$ cat src/rtl/latch_ctrl_pkg.sv
// +--------------------------------------------------------------------+
// | latch_ctrl_pkg : shared states and defaults for latch write ctrl   |
// | Rev 1.0                                                            |
// +--------------------------------------------------------------------+
`default_nettype none

package latch_ctrl_pkg;

    typedef enum logic [1:0] {
        ST_IDLE  = 2'd0,
        ST_SETUP = 2'd1,
        ST_PULSE = 2'd2,
        ST_HOLD  = 2'd3
    } state_t;

    localparam int DEF_NREQ      = 4;
    localparam int DEF_WIDTH     = 8;
    localparam int DEF_ADDR_W    = 2;
    localparam int DEF_PULSE_CYC = 2;

    // Index width that never collapses to zero bits.
    function automatic int clog2_min1(input int n);
        return (n > 1) ? $clog2(n) : 1;
    endfunction

endpackage

`default_nettype wire

$ cat src/rtl/rr_arbiter.sv
// +--------------------------------------------------------------------+
// | rr_arbiter : combinational round-robin pick starting at ptr        |
// | Rev 1.0                                                            |
// +--------------------------------------------------------------------+
`default_nettype none

module rr_arbiter
    import latch_ctrl_pkg::*;
#(
    parameter int NREQ  = DEF_NREQ,
    parameter int IDX_W = clog2_min1(NREQ)
) (
    input  logic [NREQ-1:0]  req,
    input  logic [IDX_W-1:0] ptr,
    output logic [NREQ-1:0]  win,
    output logic [IDX_W-1:0] win_idx
);

    logic [IDX_W-1:0] w_j;
    logic             w_found;

    always_comb begin
        win     = '0;
        win_idx = '0;
        w_found = 1'b0;
        w_j     = '0;
        for (int k = 0; k < NREQ; k++) begin
            w_j = IDX_W'((int'(ptr) + k) % NREQ);
            if (!w_found && req[w_j]) begin
                w_found    = 1'b1;
                win[w_j]   = 1'b1;
                win_idx    = w_j;
            end
        end
    end

endmodule

`default_nettype wire

$ cat src/rtl/latch_bank_wr_ctrl.sv
// +--------------------------------------------------------------------+
// | latch_bank_wr_ctrl : arbitrated setup/pulse/hold writer for a      |
// | bank of transparent latches.  Rev 1.0                              |
// +--------------------------------------------------------------------+
`default_nettype none

module latch_bank_wr_ctrl
    import latch_ctrl_pkg::*;
#(
    parameter int NREQ      = DEF_NREQ,
    parameter int WIDTH     = DEF_WIDTH,
    parameter int ADDR_W    = DEF_ADDR_W,
    parameter int PULSE_CYC = DEF_PULSE_CYC
) (
    input  logic                     clk,
    input  logic                     rst,
    input  logic [NREQ-1:0]          req,
    input  logic [NREQ*ADDR_W-1:0]   req_addr,
    input  logic [NREQ*WIDTH-1:0]    req_data,
    output logic [NREQ-1:0]          gnt,
    output logic [NREQ-1:0]          done,
    output logic [WIDTH-1:0]         lat_d,
    output logic [(2**ADDR_W)-1:0]   lat_en,
    output logic                     busy
);

    localparam int IDX_W = clog2_min1(NREQ);
    localparam int NLAT  = 2**ADDR_W;
    localparam int CNT_W = clog2_min1(PULSE_CYC);

    state_t             r_state;
    logic [IDX_W-1:0]   r_ptr;
    logic [ADDR_W-1:0]  r_addr;
    logic [WIDTH-1:0]   r_data;
    logic [CNT_W-1:0]   r_cnt;

    logic [NREQ-1:0]    w_win;
    logic [IDX_W-1:0]   w_idx;
    logic [ADDR_W-1:0]  w_sel_addr;
    logic [WIDTH-1:0]   w_sel_data;

    rr_arbiter #(
        .NREQ  (NREQ),
        .IDX_W (IDX_W)
    ) u_arb (
        .req     (req),
        .ptr     (r_ptr),
        .win     (w_win),
        .win_idx (w_idx)
    );

    assign w_sel_addr = req_addr[w_idx*ADDR_W +: ADDR_W];
    assign w_sel_data = req_data[w_idx*WIDTH +: WIDTH];

    always_ff @(posedge clk) begin
        if (rst) begin
            r_state <= ST_IDLE;
            r_ptr   <= '0;
            r_addr  <= '0;
            r_data  <= '0;
            r_cnt   <= '0;
            gnt     <= '0;
            done    <= '0;
            lat_d   <= '0;
            lat_en  <= '0;
            busy    <= 1'b0;
        end else begin
            case (r_state)
                ST_IDLE: begin
                    // D is driven during SETUP so it leads En by a full clock.
                    if (|req) begin
                        r_addr  <= w_sel_addr;
                        r_data  <= w_sel_data;
                        lat_d   <= w_sel_data;
                        gnt     <= w_win;
                        busy    <= 1'b1;
                        r_ptr   <= (w_idx == IDX_W'(NREQ-1)) ? '0 : w_idx + 1'b1;
                        r_state <= ST_SETUP;
                    end
                end
                ST_SETUP: begin
                    lat_d   <= r_data;
                    lat_en  <= NLAT'(1) << r_addr;
                    r_cnt   <= CNT_W'(PULSE_CYC-1);
                    r_state <= ST_PULSE;
                end
                ST_PULSE: begin
                    if (r_cnt == '0) begin
                        lat_en  <= '0;
                        done    <= gnt;
                        r_state <= ST_HOLD;
                    end else begin
                        r_cnt <= r_cnt - 1'b1;
                    end
                end
                ST_HOLD: begin
                    done    <= '0;
                    gnt     <= '0;
                    busy    <= 1'b0;
                    r_state <= ST_IDLE;
                end
                default: r_state <= ST_IDLE;
            endcase
        end
    end

endmodule

`default_nettype wire
$ cat config.mk
export PLATFORM = sky130hd
export DESIGN_NAME = latch_bank_wr_ctrl
export DESIGN_NICKNAME = d
export VERILOG_FILES = /design/src/rtl/latch_ctrl_pkg.sv /design/src/rtl/rr_arbiter.sv /design/src/rtl/latch_bank_wr_ctrl.sv
export SDC_FILE = /design/constraint.sdc
export NUM_CORES = 1
export LEC_CHECK = 0
export CAP_MARGIN = 10
export CORE_ASPECT_RATIO = 0.7
export CORE_MARGIN = 2
export CORE_UTILIZATION = 50
export DETAILED_ROUTE_END_ITERATION = 8
export PLACE_DENSITY = 0.95
export SYNTH_ARGS = -nofsm -noshare
export SYNTH_HDL_FRONTEND = slang
export SYNTH_SLANG_ARGS = --single-unit
export TNS_END_PERCENT = 20
$ cat constraint.sdc
create_clock -name clk -period 6.27 [get_ports clk]
set_input_delay 0.9405 -clock clk [delete_from_list [all_inputs] [get_ports clk]]
set_output_delay 0.9405 -clock clk [all_outputs]
set_load 0.02 [all_outputs]
==> results <==
- The run finished with clean final reports.
- Summing over every cut layer, the via total after detailed routing is 2037.
- The net count of the finished layout is between 300 and 400.
- After synthesis the netlist holds a flip-flop and latch count of 36.
- The area of the die is roughly 4900 um2.
- The average vias per placed instance is 5.52.
- Across the run, the number of max-cap violations was 0.
- The net count after synthesis is 311.
- The layout cell share with drive strength beyond 1 is 0.0764.
- For this design, the sink count on the clock tree is 36.
- In the global route stage, overall resource usage came out at 0.210.
- The peak clock frequency supported by timing is between 200 and 300 MHz.
- The final hold violation count was 0.
- The average wire length per cell after detail routing is 13.8 um.
- The source of the critical timing path is r_ptr[0].
- The first detailed-routing pass ran for 4 iterations.
- The standby leakage power is 1.20 nW.
- The total negative slack for setup checks is 0 ns.
- The final worst setup slack is 2.77 ns.
- The sort of element at the end of the critical path is a flip-flop.
- The synthesized netlist contains 36 unique library cells.
- After synthesis, the mean cell area works out to 8.67 um2.
- The CTS clock-pin slew for the worst setup and hold paths is 0.07 ns.
- Of the synthesized area, sequential elements account for 0.329.
- The largest individual stage delay along the critical path comes from the cell sky130_fd_sc_hd__o21ai_1.
- The critical path contains buffers and inverters numbering 2 combined.
- The share of total power dissipated in combinational logic is 0.576.
- The number of remaining DRC errors is 0.
- The sequential group share of total power is 0.289.
- The relative max-transition margin is 0.252.
- The number of flops mapped to enable cells by yosys is 0.
- After synthesis the cells add up to 2190 um2.
- The leading cell type in the layout, fill and taps excluded is sky130_fd_sc_hd__clkdlybuf4s50_1.
- The combined area of the multi-input logic cells is 1260 um2.
- Dividing total power by cell area gives a power density of about 430 nW/um2.
- The first routing iteration left about 120 violations.
- The final non-filler cell total is 369.
- Of all flip-flops after synthesis, the portion carrying an async set or reset was 0.
- Data arrives at the worst endpoint at 3.69 ns.
- The net load switching power is 0.538 mW.
- The peak fanout along the critical path is 16.
- The number of warnings issued by yosys is 0.
- The clock passes through at most 2 buffers.
- The post-placement cell area is 2860 um2.
- The worst setup path is of the flip-flop to flip-flop kind.
- For the pin with the worst max-slew slack, the measured transition is 1.12 ns.
- The cell sitting at the root of the clock tree is a sky130_fd_sc_hd__clkbuf_8.
- The clock insertion delay at the later pin of the skew report is 0.30 ns.
- Setup violations remaining at the end of the flow were counted as 0.
- Data on the critical path is required at its endpoint by ~6.5 ns.
- In the finished design, the share of the clock period the worst path needs comes to 0.559.
- The core area is 4280 um2.
- On the critical path the largest part of the delay comes from compound AO/OA/AOI/OAI gates.
- Of the total power, the share spent switching nets is 0.428.
- The HPWL after detailed placement is about 3800 um.
- The via count of the first global-routing pass is between 1500 and 2000.
- The final weighted congestion in routability-driven placement is 0.831.
- In this run the most critical hold path is launched from r_data[1].
- The number of buffers created by CTS is 5.
- Setup repair after global routing left no endpoint under its margin.
- Prior to clock tree synthesis, the placed netlist has a worst setup slack of 2.49 ns.
- The critical path goes through inv_1 -> ha_1 -> mux4_2 -> inv_1 -> nor3_1 -> o21ai_1 -> mux4_2 -> a22o_1.
- The total placed cells including tap cells is 361.
- The width of the die is 83.2 um.
- The H-tree depth is 2.
- The largest vdd supply drop is 0.244 mV.
- The clock period minus worst slack is 3.50 ns.
- The growth of design area from synthesis to finish is 34.5%.
- The initialized floorplan defines 20 standard-cell rows.
- Internal power comes to 0.720 mW.
- Entering global routing, the biggest net connects 31 pins.
- The tightest min-delay check is of the flip-flop to flip-flop type.
- The maximum cell stage delay along the critical path is 0.81 ns.
- The initial antenna violation count was 0.
- The global route total overflow is 0.
- The number of antenna diodes is 0.
- The detail route stage leaves a number of antenna-violating nets equal to 0.
- The final count of pins violating max slew is 0.
- 67 I/O pins were placed.
- The number of gates given a new drive strength after cts is 0.
- The first global-routing pass estimated about 8000 um of wire.
- The total power consumption of the routed design is 1.26 mW.
- The top cell types in the final layout, fill and taps aside, are 66 x sky130_fd_sc_hd__clkdlybuf4s50_1, 38 x sky130_fd_sc_hd__inv_1, 36 x sky130_fd_sc_hd__dfxtp_1.
- For this configuration, the core starts out at a cell density of 0.513.
- The worst hold slack across all endpoints is approximately 0.46 ns.
- The gate count of the mapped netlist is 253.
- The total of fill cells in the finished design is 319.
- The launching element type of the critical path is a flip-flop.
- The startpoint of the lowest-slack register-to-register path is r_ptr[0].
- Port buffering added 66 buffers.
- The most used flip-flop cell after synthesis is sky130_fd_sc_hd__dfxtp_1.
- The finished cells cover 2950 um2.
- The final worst clock skew is 0.00681 ns.
- The register area is 721 um2.
- The core occupancy in the finished layout is 0.689.
- The reg-to-reg setup timing slack is 2.77 ns.
- The count of hold-fix buffers inserted at cts is 0.
- The share of total power dissipated in the clock network is 0.135.
- In this run the post-CTS setup repair buffer count came out at 0.
- The y dimension of the die is 59.4 um.
- Summed over all layers, the routed wires come to 5100 um.
- TritonCTS built the clock tree.
## per-layer routing
metal	vias to the layer above	track usage	share of wire
li1	1021	-	-
met1	931	0.270	0.45
met2	79	0.348	0.46
met3	6	0.0571	0.069
met4	0	0.0773	0.014
met5	-	0	0
## flip-flops by register name, summed over array words and instances (netlist names), 2 cells and up
name     cells
done         4
gnt          4
lat_d        8
lat_en       4
r_addr       2
r_data       8
r_ptr        2
r_state      2
## path summary, 6_finish.rpt
kind                to  depth (start not counted)
max reg2reg  r_addr[0]                          8
min reg2reg  r_data[1]                          2
min          r_data[1]                          2
max          r_addr[0]                          8
## final cells by class
cell class / instances / area share
Clock inverter: 2 / 0.00339
Clock buffer: 6 / 0.0280
Timing Repair Buffer: 66 / 0.224
Inverter: 39 / 0.0496
Sequential cell: 36 / 0.244
Multi-Input combinational cell: 165 / 0.427
Tap cell: 55 / 0.0233
## power by group through the flow
stage	clock (mW)	sequential (mW)	combinational [mW]
2_1_floorplan	0	0.389	0.517
3_3_place_gp	0	0.364	0.693
3_5_place_dp	0	0.368	0.720
4_1_cts	0.173	0.364	0.722
5_1_grt	0.184	0.375	0.791
6_report	0.170	0.364	0.724
## tightest hold or removal path, delay by kind of cell, from the launching register on
kind             cells  cell delay, ns
AO/OA/AOI/OAI        1            0.05
AND/OR/NAND/NOR      1            0.06
flip-flops           1            0.31
## synth_stat cells (2+ instances only)
cell	instances	area [um2]
sky130_fd_sc_hd__inv_1	38	143
sky130_fd_sc_hd__nand2_1	13	48.8
sky130_fd_sc_hd__mux2i_1	3	30.0
sky130_fd_sc_hd__nor2b_1	3	18.8
sky130_fd_sc_hd__a31oi_1	9	56.3
sky130_fd_sc_hd__clkbuf_1	7	26.3
sky130_fd_sc_hd__mux4_2	13	293
sky130_fd_sc_hd__buf_6	2	22.5
sky130_fd_sc_hd__nand2b_1	4	25.0
sky130_fd_sc_hd__dfxtp_1	36	721
sky130_fd_sc_hd__a211oi_1	2	15.0
sky130_fd_sc_hd__o22ai_1	2	12.5
sky130_fd_sc_hd__nor2_1	23	86.3
sky130_fd_sc_hd__a21oi_1	5	25.0
sky130_fd_sc_hd__a22o_1	2	17.5
sky130_fd_sc_hd__a22oi_1	18	135
sky130_fd_sc_hd__nor3_1	11	55.1
sky130_fd_sc_hd__ha_1	12	150
sky130_fd_sc_hd__buf_1	3	11.3
sky130_fd_sc_hd__o21ai_0	7	35.0
sky130_fd_sc_hd__o21ai_1	18	90.1
sky130_fd_sc_hd__nand3_1	8	40.0
## cells by family after synthesis
family | synth area share
buf+inv | 0.0964
simple gates | 0.142
fa+ha+maj | 0.0685
flops | 0.329
compound gates | 0.196
mux | 0.164
xor+xnor | 0.00399
Note: power is estimated with default switching activity, not from simulation.
